**config.mk**
```make
export PLATFORM = sky130hd
export DESIGN_NAME = ddc_accumulator
export DESIGN_NICKNAME = d
export VERILOG_FILES = /design/src/rtl/ddc_pkg.sv /design/src/rtl/ddc_acc_fifo.sv /design/src/rtl/ddc_accumulator.sv
export SDC_FILE = /design/constraint.sdc
export NUM_CORES = 1
export LEC_CHECK = 0
export CORE_UTILIZATION = 56
export CTS_CLUSTER_DIAMETER = 60
export DETAILED_ROUTE_END_ITERATION = 8
export GPL_TIMING_DRIVEN = 0
export PLACE_DENSITY = 0.76
export SLEW_MARGIN = 20
export SYNTH_ARGS = -nofsm -noshare
export SYNTH_HDL_FRONTEND = slang
export SYNTH_SLANG_ARGS = --single-unit
```
**constraint.sdc**
```tcl
create_clock -name s_axis_aclk -period 15.7 [get_ports s_axis_aclk]
set_clock_uncertainty 0.05 [all_clocks]
set_input_delay 1.57 -clock s_axis_aclk [delete_from_list [all_inputs] [get_ports s_axis_aclk]]
set_output_delay 1.57 -clock s_axis_aclk [all_outputs]
set_load 0.02 [all_outputs]
```
**src/rtl/ddc_pkg.sv**
```systemverilog
// Shared definitions for the DDC integrate-and-dump accumulator: data widths,
// DDC word field offsets, the per-channel accumulator pair type and the
// sign-extension helper used on incoming samples.
package ddc_pkg;

  localparam int IN_RES     = 27;
  localparam int ACC_RES    = 48;
  localparam int OUT_RES    = 32;
  localparam int MAX_LEN_W  = 16;
  localparam int FIFO_DEPTH = 2;

  // Bit offsets of the I and Q components inside a 64-bit DDC word
  localparam int I_LSB = 0;
  localparam int Q_LSB = 32;

  typedef struct packed {
    logic signed [ACC_RES-1:0] i;
    logic signed [ACC_RES-1:0] q;
  } iq_acc_t;

  // Sign-extend one raw I/Q sample pair to accumulator width
  function automatic iq_acc_t sext_iq(input logic signed [IN_RES-1:0] i_raw,
                                      input logic signed [IN_RES-1:0] q_raw);
    iq_acc_t r;
    r.i = {{(ACC_RES-IN_RES){i_raw[IN_RES-1]}}, i_raw};
    r.q = {{(ACC_RES-IN_RES){q_raw[IN_RES-1]}}, q_raw};
    return r;
  endfunction

endpackage

```
**src/rtl/ddc_acc_fifo.sv**
```systemverilog
// Two-entry first-word fall-through FIFO for finished I/Q results.
// The head entry is always visible on rdata; a push into a full FIFO is only
// accepted when a pop happens in the same cycle. Storage is reset so the
// output word reads zero after reset.
module ddc_acc_fifo
  import ddc_pkg::*;
#(
  parameter int WIDTH = 64
) (
  input  logic             clk,
  input  logic             rst,
  input  logic             push,
  input  logic [WIDTH-1:0] wdata,
  input  logic             pop,
  output logic [WIDTH-1:0] rdata,
  output logic             full,
  output logic             empty
);

  localparam int PTR_W = $clog2(FIFO_DEPTH);

  logic [WIDTH-1:0] mem [FIFO_DEPTH];
  logic [PTR_W-1:0] wr_ptr;
  logic [PTR_W-1:0] rd_ptr;
  logic [PTR_W:0]   count;
  logic             do_push;
  logic             do_pop;

  assign full    = (count == (PTR_W+1)'(FIFO_DEPTH));
  assign empty   = (count == '0);
  assign do_pop  = pop && !empty;
  assign do_push = push && (!full || do_pop);
  assign rdata   = mem[rd_ptr];

  // Storage, pointers and occupancy; simultaneous push and pop keeps count
  always_ff @(posedge clk or posedge rst) begin
    if (rst) begin
      for (int k = 0; k < FIFO_DEPTH; k++) begin
        mem[k] <= '0;
      end
      wr_ptr <= '0;
      rd_ptr <= '0;
      count  <= '0;
    end else begin
      if (do_push) begin
        mem[wr_ptr] <= wdata;
        wr_ptr      <= wr_ptr + PTR_W'(1);
      end
      if (do_pop) begin
        rd_ptr <= rd_ptr + PTR_W'(1);
      end
      case ({do_push, do_pop})
        2'b10:   count <= count + (PTR_W+1)'(1);
        2'b01:   count <= count - (PTR_W+1)'(1);
        default: count <= count;
      endcase
    end
  end

endmodule

```
**src/rtl/ddc_accumulator.sv**
```systemverilog
// Integrate-and-dump decimator behind the DDC core. Sums len consecutive
// complex samples per channel, arithmetically shifts the sums and queues one
// 64-bit {Q, I} word per frame on an AXI4-Stream master.
// Optional build macro DDC_ACC_SAT_EN: saturate the shifted result to OUT_RES
// bits instead of wrapping.
module ddc_accumulator
  import ddc_pkg::*;
#(
  parameter int IN_RES    = ddc_pkg::IN_RES,
  parameter int ACC_RES   = ddc_pkg::ACC_RES,
  parameter int MAX_LEN_W = ddc_pkg::MAX_LEN_W,
  parameter int OUT_RES   = ddc_pkg::OUT_RES
) (
  input  logic                 s_axis_aclk,
  input  logic                 rst,
  input  logic [63:0]          s_axis_tdata,
  input  logic                 s_axis_tvalid,
  input  logic [MAX_LEN_W-1:0] len,
  input  logic [4:0]           shift,
  input  logic                 resync,
  output logic [63:0]          m_axis_tdata,
  output logic                 m_axis_tvalid,
  input  logic                 m_axis_tready,
  output logic                 overflow
);

  // Arithmetic right shift of an accumulated sum
  function automatic logic signed [ACC_RES-1:0] ashr(input logic signed [ACC_RES-1:0] v,
                                                      input logic [4:0] sh);
    return v >>> sh;
  endfunction

  // Reduce a shifted sum to output width (saturating or wrapping)
  function automatic logic signed [OUT_RES-1:0] fit_out(input logic signed [ACC_RES-1:0] v);
`ifdef DDC_ACC_SAT_EN
    logic signed [ACC_RES-1:0] hi;
    logic signed [ACC_RES-1:0] lo;
    hi = {{(ACC_RES-OUT_RES+1){1'b0}}, {(OUT_RES-1){1'b1}}};
    lo = ~hi;
    if (v > hi) begin
      return hi[OUT_RES-1:0];
    end else if (v < lo) begin
      return lo[OUT_RES-1:0];
    end else begin
      return v[OUT_RES-1:0];
    end
`else
    return v[OUT_RES-1:0];
`endif
  endfunction

  iq_acc_t                     smp;
  logic                        unused_pad;
  logic [MAX_LEN_W-1:0]        len_in;
  logic [MAX_LEN_W-1:0]        len_eff;
  logic [4:0]                  sh_eff;
  logic                        frame_start;
  logic                        last_smp;
  logic signed [ACC_RES-1:0]   sum_i;
  logic signed [ACC_RES-1:0]   sum_q;

  logic [MAX_LEN_W-1:0]        cnt_p0;
  logic [MAX_LEN_W-1:0]        len_l;
  logic [4:0]                  shift_l;
  logic signed [ACC_RES-1:0]   acc_i_p0;
  logic signed [ACC_RES-1:0]   acc_q_p0;
  logic signed [ACC_RES-1:0]   dump_i_p0;
  logic signed [ACC_RES-1:0]   dump_q_p0;
  logic [4:0]                  dump_sh_p0;
  logic                        vld_p0;

  logic signed [OUT_RES-1:0]   res_i_p1;
  logic signed [OUT_RES-1:0]   res_q_p1;
  logic                        vld_p1;

  logic                        fifo_full;
  logic                        fifo_empty;
  logic                        fifo_pop;

  // Sign padding bits of the DDC word carry no information
  assign unused_pad = ^{s_axis_tdata[63:59], s_axis_tdata[31:27]};

  // Frame bookkeeping: a frame that starts this cycle uses the live len/shift
  always_comb begin
    smp         = sext_iq(s_axis_tdata[I_LSB +: IN_RES], s_axis_tdata[Q_LSB +: IN_RES]);
    len_in      = (len == '0) ? MAX_LEN_W'(1) : len;
    frame_start = s_axis_tvalid && (cnt_p0 == '0);
    len_eff     = frame_start ? len_in : len_l;
    sh_eff      = frame_start ? shift : shift_l;
    last_smp    = (cnt_p0 == (len_eff - MAX_LEN_W'(1)));
    sum_i       = acc_i_p0 + ACC_RES'(smp.i);
    sum_q       = acc_q_p0 + ACC_RES'(smp.q);
  end

  // ---- stage p0: integrate, count and dump ----
  // Accumulator and sample counter; the last sample clears both so the next
  // frame can start on the following cycle
  always_ff @(posedge s_axis_aclk or posedge rst) begin
    if (rst) begin
      acc_i_p0 <= '0;
      acc_q_p0 <= '0;
      cnt_p0   <= '0;
      len_l    <= MAX_LEN_W'(1);
      shift_l  <= '0;
      vld_p0   <= 1'b0;
    end else begin
      vld_p0 <= 1'b0;
      if (resync) begin
        acc_i_p0 <= '0;
        acc_q_p0 <= '0;
        cnt_p0   <= '0;
      end else if (s_axis_tvalid) begin
        if (frame_start) begin
          len_l   <= len_in;
          shift_l <= shift;
        end
        if (last_smp) begin
          acc_i_p0 <= '0;
          acc_q_p0 <= '0;
          cnt_p0   <= '0;
          vld_p0   <= 1'b1;
        end else begin
          acc_i_p0 <= sum_i;
          acc_q_p0 <= sum_q;
          cnt_p0   <= cnt_p0 + MAX_LEN_W'(1);
        end
      end
    end
  end

  // Dump register keeps the closed frame's sums and the shift that frame used
  always_ff @(posedge s_axis_aclk) begin
    if (s_axis_tvalid && !resync && last_smp) begin
      dump_i_p0  <= sum_i;
      dump_q_p0  <= sum_q;
      dump_sh_p0 <= sh_eff;
    end
  end

  // ---- stage p1: shift and reduce to output width ----
  // Result valid flag for the shift stage
  always_ff @(posedge s_axis_aclk or posedge rst) begin
    if (rst) begin
      vld_p1 <= 1'b0;
    end else begin
      vld_p1 <= vld_p0;
    end
  end

  // Shifted and width-reduced result
  always_ff @(posedge s_axis_aclk) begin
    if (vld_p0) begin
      res_i_p1 <= fit_out(ashr(dump_i_p0, dump_sh_p0));
      res_q_p1 <= fit_out(ashr(dump_q_p0, dump_sh_p0));
    end
  end

  // ---- output FIFO ----
  assign fifo_pop      = m_axis_tvalid && m_axis_tready;
  assign m_axis_tvalid = !fifo_empty;

  ddc_acc_fifo #(
    .WIDTH (2*OUT_RES)
  ) u_fifo (
    .clk   (s_axis_aclk),
    .rst   (rst),
    .push  (vld_p1),
    .wdata ({res_q_p1, res_i_p1}),
    .pop   (fifo_pop),
    .rdata (m_axis_tdata),
    .full  (fifo_full),
    .empty (fifo_empty)
  );

  // Sticky flag: a result arrived while the FIFO was full and not draining
  always_ff @(posedge s_axis_aclk or posedge rst) begin
    if (rst) begin
      overflow <= 1'b0;
    end else if (vld_p1 && fifo_full && !fifo_pop) begin
      overflow <= 1'b1;
    end
  end

endmodule
```
# After elaboration in Yosys (flattened, before gate mapping)
# Cells that the tools add are included.
dict set report classes {
  add_sub_neg 8
  shift 2
  magnitude_cmp 3
  bitwise_logic 3
  mux 22
  n_eq_ne 4
  n_reduce_logical 20
}
# cell count
set op_table {}
lappend op_table {{2-to-1 mux 48 bit} 6}
lappend op_table {{2-to-1 mux 64 bit} 4}
lappend op_table {{bitwise mux 128 bit} 1}
lappend op_table {{adder 48 x 27 -> 48 bit} 2}
lappend op_table {{>>> shifter 48 x 5 -> 32 bit} 2}
lappend op_table {{2-to-1 mux 16 bit} 5}
lappend op_table {{demux 64 bit (select 1 bit)} 1}
lappend op_table {{zero test 16 bit} 2}
lappend op_table {{adder 16 x 1 -> 16 bit, second input constant} 1}
lappend op_table {{== test 16 bit} 1}
lappend op_table {{subtractor 16 x 1 -> 16 bit, second input constant} 1}
lappend op_table {{logical AND 1 bit} 9}
lappend op_table {{2-to-1 mux 5 bit} 1}
lappend op_table {{== test 2 bit, second input constant} 2}
lappend op_table {{>= comparator 2 bit, second input constant} 2}
lappend op_table {{zero test 1 bit} 4}
lappend op_table {{inverter 1 -> 2 bit} 2}
lappend op_table {{one-hot mux 2 bit (2 select lines)} 1}
lappend op_table {{nonzero test 2 bit} 2}
lappend op_table {{2-to-1 mux 1 bit} 3}
lappend op_table {{adder 1 bit, second input constant} 2}
lappend op_table {{adder 2 x 1 -> 2 bit, second input constant} 1}
lappend op_table {{== test 2 x 1 -> 1 bit, second input constant} 1}
lappend op_table {{zero test 2 bit} 1}
lappend op_table {{other kinds (5)} 5}
dict set report word_totals {
  word_cells 80
  register_bits 433
  in_bits 90
}

# Depth between registers and ports, before layout
# Gate-level depths: netlist of run 1.
dict set report depth {
  ltp_word 8
  ltp_mapped 21
  depth_no_buf 17
}

# Modules after synthesis
# A second synthesis of run 1 with hierarchy kept.
dict set report hier_totals {
  hier_cells 2498
  hier_area_um2 27141.0
}
# module area_per_inst_um2 cells_per_inst seq_area_each_um2 n_inst
set by_module_without_submodules {}
lappend by_module_without_submodules {ddc_accumulator 21105.2 2132 8359.3 1}
lappend by_module_without_submodules {ddc_acc_fifo 6035.8 366 3303.2 1}

# Worst setup path after synthesis of run 1
# Ideal clock, no wire load.
dict set report synth_timing {
  path_kind {input port to flip-flop}
  from {input port len[11]}
  to {register dump_i_p0[0], enable pin}
  required_ps 15088
  path_stages 14
  path_slack_ps 6351
  arrival_ps 8737
  cell_sequence {or4_1 > or4_4 > o311ai_1 > o21ai_1 > ha_1 > inv_1 > nor2_1 > xnor2_1 > mux2i_1 > xor2_1 > a2111oi_0 > o2111a_1 > nand2_1 > nor2_1}
}
dict set report synth_between {
  elab_chain_len 6
}
# item line_no
set synth_lines {}
lappend synth_lines {{start: declaration} ddc_accumulator.sv:18} ;# input logic [MAX_LEN_W-1:0] len,
lappend synth_lines {{zero test 16 bit} ddc_accumulator.sv:86} ;# len_in = (len == '0) ? MAX_LEN_W'(1) : len;
lappend synth_lines {{2-to-1 mux 16 bit *} ddc_accumulator.sv:86}
lappend synth_lines {{2-to-1 mux 16 bit *} n/a}
lappend synth_lines {{subtractor 16 x 1 -> 16 bit *} ddc_accumulator.sv:90} ;# last_smp = (cnt_p0 == (len_eff - MAX_LEN_W'(1)));
lappend synth_lines {{== test 16 bit *} ddc_accumulator.sv:90}
lappend synth_lines {{logical AND 1 bit *} ddc_accumulator.sv:133} ;# if (s_axis_tvalid && !resync && last_smp) begin
lappend synth_lines {{end signal: assignment} ddc_accumulator.sv:134} ;# dump_i_p0 <= sum_i;
lappend synth_lines {{end: declaration} ddc_accumulator.sv:67} ;# logic signed [ACC_RES-1:0] dump_i_p0;
# Every way passes the cells marked *; elsewhere a longest branch is shown, timed or not.
# A chain may end at the register's enable or synchronous reset.

# Worst setup path after layout of run 1
dict set report layout_timing {
  from {input port s_axis_tvalid}
  to {register dump_i_p0[0], enable pin}
}
dict set report layout_between {
  elab_chain_len 5
  word_cells_on_any_way 6
  cone_classes {add/sub: 1; eq/ne: 1; mux: 1; reduce/logical: 3}
}
# item line_no
set layout_lines {}
lappend layout_lines {{start: declaration} ddc_accumulator.sv:17} ;# input logic s_axis_tvalid,
lappend layout_lines {{logical AND 1 bit} ddc_accumulator.sv:87} ;# frame_start = s_axis_tvalid && (cnt_p0 == '0);
lappend layout_lines {{2-to-1 mux 16 bit} n/a}
lappend layout_lines {{subtractor 16 x 1 -> 16 bit} ddc_accumulator.sv:90}
lappend layout_lines {{== test 16 bit} ddc_accumulator.sv:90}
lappend layout_lines {{logical AND 1 bit *} ddc_accumulator.sv:133}
# Marks and branches as above.

==> results of run 1 <==
-- cell usage after synthesis, types with 19 or more instances --
library cell,instances,area share (%)
mux4_2,60,5.1
and3_1,29,0.68
mux2i_1,99,3.7
xnor2_1,87,2.9
xor2_1,36,1.2
mux2_2,224,9.5
a21oi_1,155,2.9
nand2b_1,19,0.45
a31oi_1,39,0.92
nor2_1,108,1.5
a22o_1,100,3.3
edfxtp_1,165,19
nand3_1,40,0.76
a211oi_1,19,0.54
o21ai_0,133,2.5
dfrtp_1,267,25
buf_1,23,0.33
clkbuf_1,109,1.5
ha_1,98,4.6
a21o_1,49,1.4
nor3_1,25,0.47
inv_1,43,0.61
o211ai_1,38,1.1
nand2_1,290,4.1
-- path summary, 6_finish.rpt --
check	startpoint	end	slack, ns	cells past startpoint
worst max-delay path	s_axis_tvalid	dump_i_p0[0]	9.15	19
worst min-delay path	overflow	overflow	0.42	1
worst max register to register	cnt_p0[0]	dump_i_p0[0]	9.85	20
worst min register to register	overflow	overflow	0.42	1
max in group asynchronous	rst	acc_q_p0[35]	13.28	3
min in group asynchronous	rst	u_fifo.mem[108]	1.36	2
-- logic make-up (layout without fill, tap and decap cells) --
| group | Yosys count | count (layout) |
|---|---|---|
| AOI/OAI and AO/OA | 625 | 625 |
| muxes | 383 | 383 |
| buffers and inverters | 195 | 440 |
| xor gates and xnor gates | 123 | 123 |
| DFF | 433 | 433 |
| and+or+nand+nor | 598 | 598 |
| adders and majority gates | 100 | 100 |
-- placed cells by master, fill, tap and decap left out, types with 6 or more instances in the layout --
cell	n
clkbuf_1	120
and2_1	8
mux4_2	60
edfxtp_1	165
clkbuf_16	52
mux2_2	224
nor2b_1	13
o21bai_1	18
a211oi_1	19
a21o_1	49
nand4_1	17
xnor2_1	87
a31oi_1	39
nand2_1	290
a21oi_1	155
inv_1	42
xor2_1	36
clkbuf_8	6
mux2i_1	99
nand2b_1	19
a22o_1	100
o21ai_0	133
buf_1	23
nand3_1	40
nor3_1	25
dfrtp_1	266
o31ai_1	7
or3_1	7
clkinv_2	7
ha_1	98
clkdlybuf4s50_1	145
o211ai_1	38
buf_2	13
nor2_1	107
nor4_1	11
o21a_1	16
and3_1	29
-- flip-flops by register name, summed over array words and instances, names as in the netlist, 16 cells and up --
signal / cells
acc_q_p0: 48
res_q_p1: 32
dump_q_p0: 48
dump_i_p0: 48
acc_i_p0: 48
u_fifo.mem: 128
cnt_p0: 16
res_i_p1: 32
len_l: 16
-- per-layer routing --
layer | GRT usage (%) | vias up | share of wire (%)
met5 | 0 | - | 0
met4 | 12.11 | 0 | 3.3
met3 | 5.383 | 146 | 6.7
met2 | 58.58 | 938 | 48
met1 | 47.55 | 10729 | 42
li1 | - | 9602 | -
-- critical path, delay by kind of cell --
family,cells,cell delay [ns]
compound gates,2,0.70
xor+xnor,2,0.33
fa+ha+maj,1,0.29
buf+inv,7,1.84
mux,2,0.32
simple gates,5,1.68
-- cell type report --
class	instances	area (sq um)	area share, %
repair buffers	151	1602	5.240
inverters	46	180.2	0.5895
clock buffers	69	1425	4.662
clock inverters	25	255.2	0.8351
well taps	607	759.5	2.485
multi-input cells	1829	14080	46.08
flip-flops and latches	433	11670	38.17
plain buffers	149	594.3	1.944
-- through the flow --
step	cell area (sq um)	setup WS, ns
final	30570	9.148
after global routing	30570	8.746
after detailed placement	28890	8.488
after global placement	28720	3.549
after CTS	30570	9.169
after floorplan	26510	6.351
-- power groups by stage --
stage | Combinational [uW] | Clock [uW] | Sequential, uW
2_1_floorplan | 555 | 0 | 1320
3_3_place_gp | 728 | 0 | 1330
3_5_place_dp | 750 | 0 | 1330
4_1_cts | 758 | 1180 | 1310
5_1_grt | 836 | 1230 | 1320
6_report | 772 | 1170 | 1310
==> impl_metrics.json, run 1 <==
{
  "htreeDepth": 2,
  "die_w_microns": 219.6,
  "setup_viol": 0,
  "grt_pass1_vias": 21158,
  "syn_area_per_cell_sq_um": 10.79,
  "grt_overflow": 0,
  "maxCapViolCount": 0,
  "cts_buffers": 50,
  "synth-seq-area-share_pct": 44.00,
  "drt_iter0_drc": 2090,
  "grt_max_degree": 109,
  "max_slew_margin_pct": 21.35,
  "ant_nets": 0,
  "cp.required_ns": 15.93,
  "worst_setup_path_end_kind": "register",
  "n_fill_cell": 3518,
  "grt_pass1_wl_microns": 128300,
  "start_util_pct": 56.81,
  "whs_ns": 0.4240,
  "drtPass1Iterations": 8,
  "power_switching_uw": 999.5,
  "dpl.hpwl_microns": 65000,
  "worst_pin_slew_ns": 1.165,
  "synth_xor_area_share_pct": 4.064,
  "cts-root-buf": "clkbuf_16",
  "max_stage_delay_ns": 0.57,
  "clkTransAtPathRegs_ns": 0.06,
  "power.total_uw": 3256,
  "hold_buffers": 0,
  "fin_crit_ns": 6.552,
  "cts_tree": "yes",
  "drc_errors": 19,
  "yosys.area_share.adder_pct": 4.777,
  "ys_ff_latch": 433,
  "power.leakage_uw": 0.01329,
  "seq_power_share_pct": 40.3,
  "synth_top_family_by_area": "multiplexers",
  "ys_async_sr_fraction_pct": 61.89,
  "cp_cell_sequence": "clkdlybuf4s50_1, nor4b_2, nand4_1, buf_4, buf_2, buf_2, mux2i_1, ha_1, inv_1, nor4b_1, xnor2_1, mux2i_1, xor2_1, a2111oi_0, o2111a_1, nand2_1, nor2_4, buf_16, buf_12",
  "fin_util_pct": 65.51,
  "antenna_found_initial": 1,
  "synthCells": 2457,
  "min_period_over_period_pct": 41.73,
  "internal_power_uw": 2256,
  "synth-compound-area-share_pct": 15.58,
  "comb_power_share_pct": 23.7,
  "synth_edf_count": 165,
  "status": "finished with violations",
  "cts-resized-gates": 0,
  "nets": 2850,
  "area_delta_synth_final_pct": 15.32,
  "synth_mux_area_share_pct": 18.35,
  "p_clk_share_pct": 36.0,
  "wire_per_inst_microns": 25.83,
  "die_h_microns": 219.6,
  "report.final.hold_viol_count": 0,
  "die_area_sq_mm": 0.04820,
  "cp_max_fo": 32,
  "synth_nets": 2647,
  "insertion_delay_ns": 0.60,
  "slowest_stage": "nor2_4",
  "postCtsSetupBuffers": 0,
  "vias": 21415,
  "switching_share_pct": 30.70,
  "cts_sinks": 433,
  "rsz0062_at_grt": "no",
  "start_kind": "input port",
  "min_path_type": "reg -> reg",
  "io-pin-count": 156,
  "synth-simple-area-share_pct": 10.33,
  "grtUsageTotal_pct": 35.44,
  "antennaDiodeCount": 0,
  "instances_no_fill": 3309,
  "totalWireLength_microns": 85480,
  "tns_ns": 0,
  "via_per_inst": 6.472,
  "yosysUniqueCellTypes": 77,
  "gp_congestion": 1.116,
  "place_inst": 3215,
  "coreArea_sq_mm": 0.04665,
  "yosys_warnings": 0,
  "drive_above_1_share_pct": 15.25,
  "slew_violations": 0,
  "power.density_mw_per_mm2": 106.5,
  "netlist_area_sq_mm": 0.02651,
  "violations": "DRC",
  "fmaxAchievable_ghz": 0.1526,
  "ys.flop_type": "dfrtp_1",
  "rows": 79,
  "vdd_ir_drop_max_v": 0.0001023,
  "arrival_ns": 6.78,
  "critical_path_class": "in -> reg",
  "cts_buffer_depth": 3,
  "port_buffers": 145
}
(Power assumes the default switching activity.)
==> run 2: changes to the inputs <==
- CORE_UTILIZATION: 56 -> 55
- PLACE_DENSITY: 0.76 -> 0.77
- clock period: 15.7 -> 5.6 ns (I/O delays scaled with it)
==> run 2 against run 1 <==
  * The run now ends clean
  * Setup slack worse by 8.8 ns
  * Critical endpoint is now dump_i_p0[13]
  * Sequential share of layout area decreased by 0.24 points
  * Total power grew to 2.8 times the previous value
==> impl_metrics.json, run 2 (synthesis results as in run 1) <==
{
  "cts_buffers": 48,
  "grtUsageTotal_pct": 34.99,
  "critical_path_class": "reg -> reg",
  "vias": 21466,
  "top_register": "u_fifo.mem",
  "min_period_over_period_pct": 94.28,
  "max_slew_margin_pct": 23.65,
  "cts_buffer_depth": 3,
  "drc_errors": 0,
  "drt_iter0_drc": 2061,
  "drive_above_1_share_pct": 16.02,
  "totalWireLength_microns": 85980,
  "maxCapViolCount": 0,
  "antennaDiodeCount": 0,
  "setup_ws_ns": 0.3201,
  "nets": 2859,
  "report.final.hold_viol_count": 0,
  "power.leakage_uw": 0.01337,
  "die_area_sq_mm": 0.04907,
  "setup_viol": 0,
  "preCtsSetupSlack_ns": -0.7964,
  "area_delta_synth_final_pct": 16.05,
  "worst_setup_path_end_kind": "register",
  "grt_max_degree": 60,
  "cp_max_fo": 32,
  "tns_ns": 0,
  "drtPass1Iterations": 6,
  "cp_cell_sequence": "inv_1, ha_1, nor4b_2, nand4_1, buf_4, buf_2, clkbuf_4, mux2i_2, ha_2, inv_1, nor4b_2, xnor2_1, mux2i_1, xor2_1, a2111oi_1, o2111a_2, nand2_2, nor2_4, buf_16, buf_12, buf_12",
  "ant_nets": 0,
  "grt_pass1_wl_microns": 130800,
  "htreeDepth": 2,
  "final_cell_mix": "289 x nand2_1, 266 x dfrtp_1, 224 x mux2_2",
  "die_w_microns": 221.5,
  "min_path_type": "in -> async",
  "status": "finished clean",
  "fin_crit_ns": 5.280,
  "insertion_delay_ns": 0.59,
  "wire_per_inst_microns": 25.87,
  "max_stage_delay_ns": 0.42,
  "whs_ns": 0.2619,
  "slowest_stage": "dfrtp_1",
  "grt_overflow": 0,
  "antenna_found_initial": 3,
  "port_buffers": 145,
  "largest_reg_flops": 128,
  "rows": 80,
  "slew_violations": 0,
  "ff2ff_path_depth": 21,
  "power.density_mw_per_mm2": 297.2,
  "die_h_microns": 221.5,
  "cp.required_ns": 5.83,
  "cts_sinks": 433,
  "via_per_inst": 6.458,
  "cts-root-buf": "clkbuf_16",
  "hold_buffers": 0,
  "arrival_ns": 5.51,
  "grt_pass1_vias": 21426,
  "worst_pin_slew_ns": 1.141,
  "gp_congestion": 1.029,
  "coreArea_sq_mm": 0.04765,
  "final_common_cell": "nand2_1",
  "start_util_pct": 55.63,
  "dpl.hpwl_microns": 66260,
  "clkTransAtPathRegs_ns": 0.07,
  "rsz0062_at_grt": "no",
  "power.total_uw": 9142,
  "cts_tree": "yes",
  "io-pin-count": 156,
  "start_kind": "register",
  "vdd_ir_drop_max_v": 0.0002635,
  "fin_util_pct": 64.56,
  "fmaxAchievable_ghz": 0.1894
}
## run 2: area by class of cell
type	instances	area, sq um
fillers	3701	16890
multi-input cells	1830	14120
flip-flops and latches	433	11670
repair buffers	161	1752
clock buffers	58	1311
well taps	615	769.5
plain buffers	149	599.3
clock inverters	32	364.1
inverters	46	176.4
## run 2: what timing repair did
action / in CTS / in global routing
gates cloned: 1 / 0
gates resized for setup: 2 / 7
pin swaps: 2 / 1
setup buffers: 2 / 0
setup endpoints to repair: 80 / 70
## run 2: report_power, final
part | switching, uW | total, uW | leakage [uW] | internal (uW)
logic | 1290 | 2180 | 0.00745 | 888
registers | 131 | 3670 | 0.00511 | 3540
clock network | 1390 | 3290 | 0.000812 | 1900
## run 2: final timing paths
check                                start         endpoint  slack [ns]
max reg2reg                      cnt_p0[0]    dump_i_p0[13]        0.32
min reg2reg                u_fifo.count[1]  u_fifo.count[1]        0.44
min                                    rst   u_fifo.mem[72]        0.26
min in group s_axis_aclk   u_fifo.count[1]  u_fifo.count[1]        0.44
max                              cnt_p0[0]    dump_i_p0[13]        0.32
max in group asynchronous              rst           vld_p0        3.83
## run 2: per-stage QoR
| stage | cell area, sq um | instances |
|---|---|---|
| global placement | 28740 | 3217 |
| finish | 30760 | 3324 |
| detailed placement | 29020 | 3230 |
| CTS | 30720 | 3323 |
| floorplan | 26520 | 2457 |
| global route | 30760 | 3324 |
## run 2: worst max-delay path, delay by kind of cell, from the launching register on
| kind | cells | cell delay (ns) |
|---|---|---|
| XOR/XNOR | 2 | 0.31 |
| multiplexers | 2 | 0.38 |
| buffers and inverters | 8 | 1.55 |
| flip-flops | 1 | 0.42 |
| AND/OR/NAND/NOR | 5 | 1.11 |
| AO/OA/AOI/OAI | 2 | 0.66 |
| adder cells (fa/ha/maj) | 2 | 0.43 |
## run 2: routing by layer
metal | vias up | global-route usage (%) | routed length, microns
met2 | 894 | 57.73 | 40840
met4 | 2 | 12.88 | 3244
met3 | 179 | 5.168 | 5633
met1 | 10750 | 47.06 | 36250
met5 | - | 0 | 13
li1 | 9641 | - | -
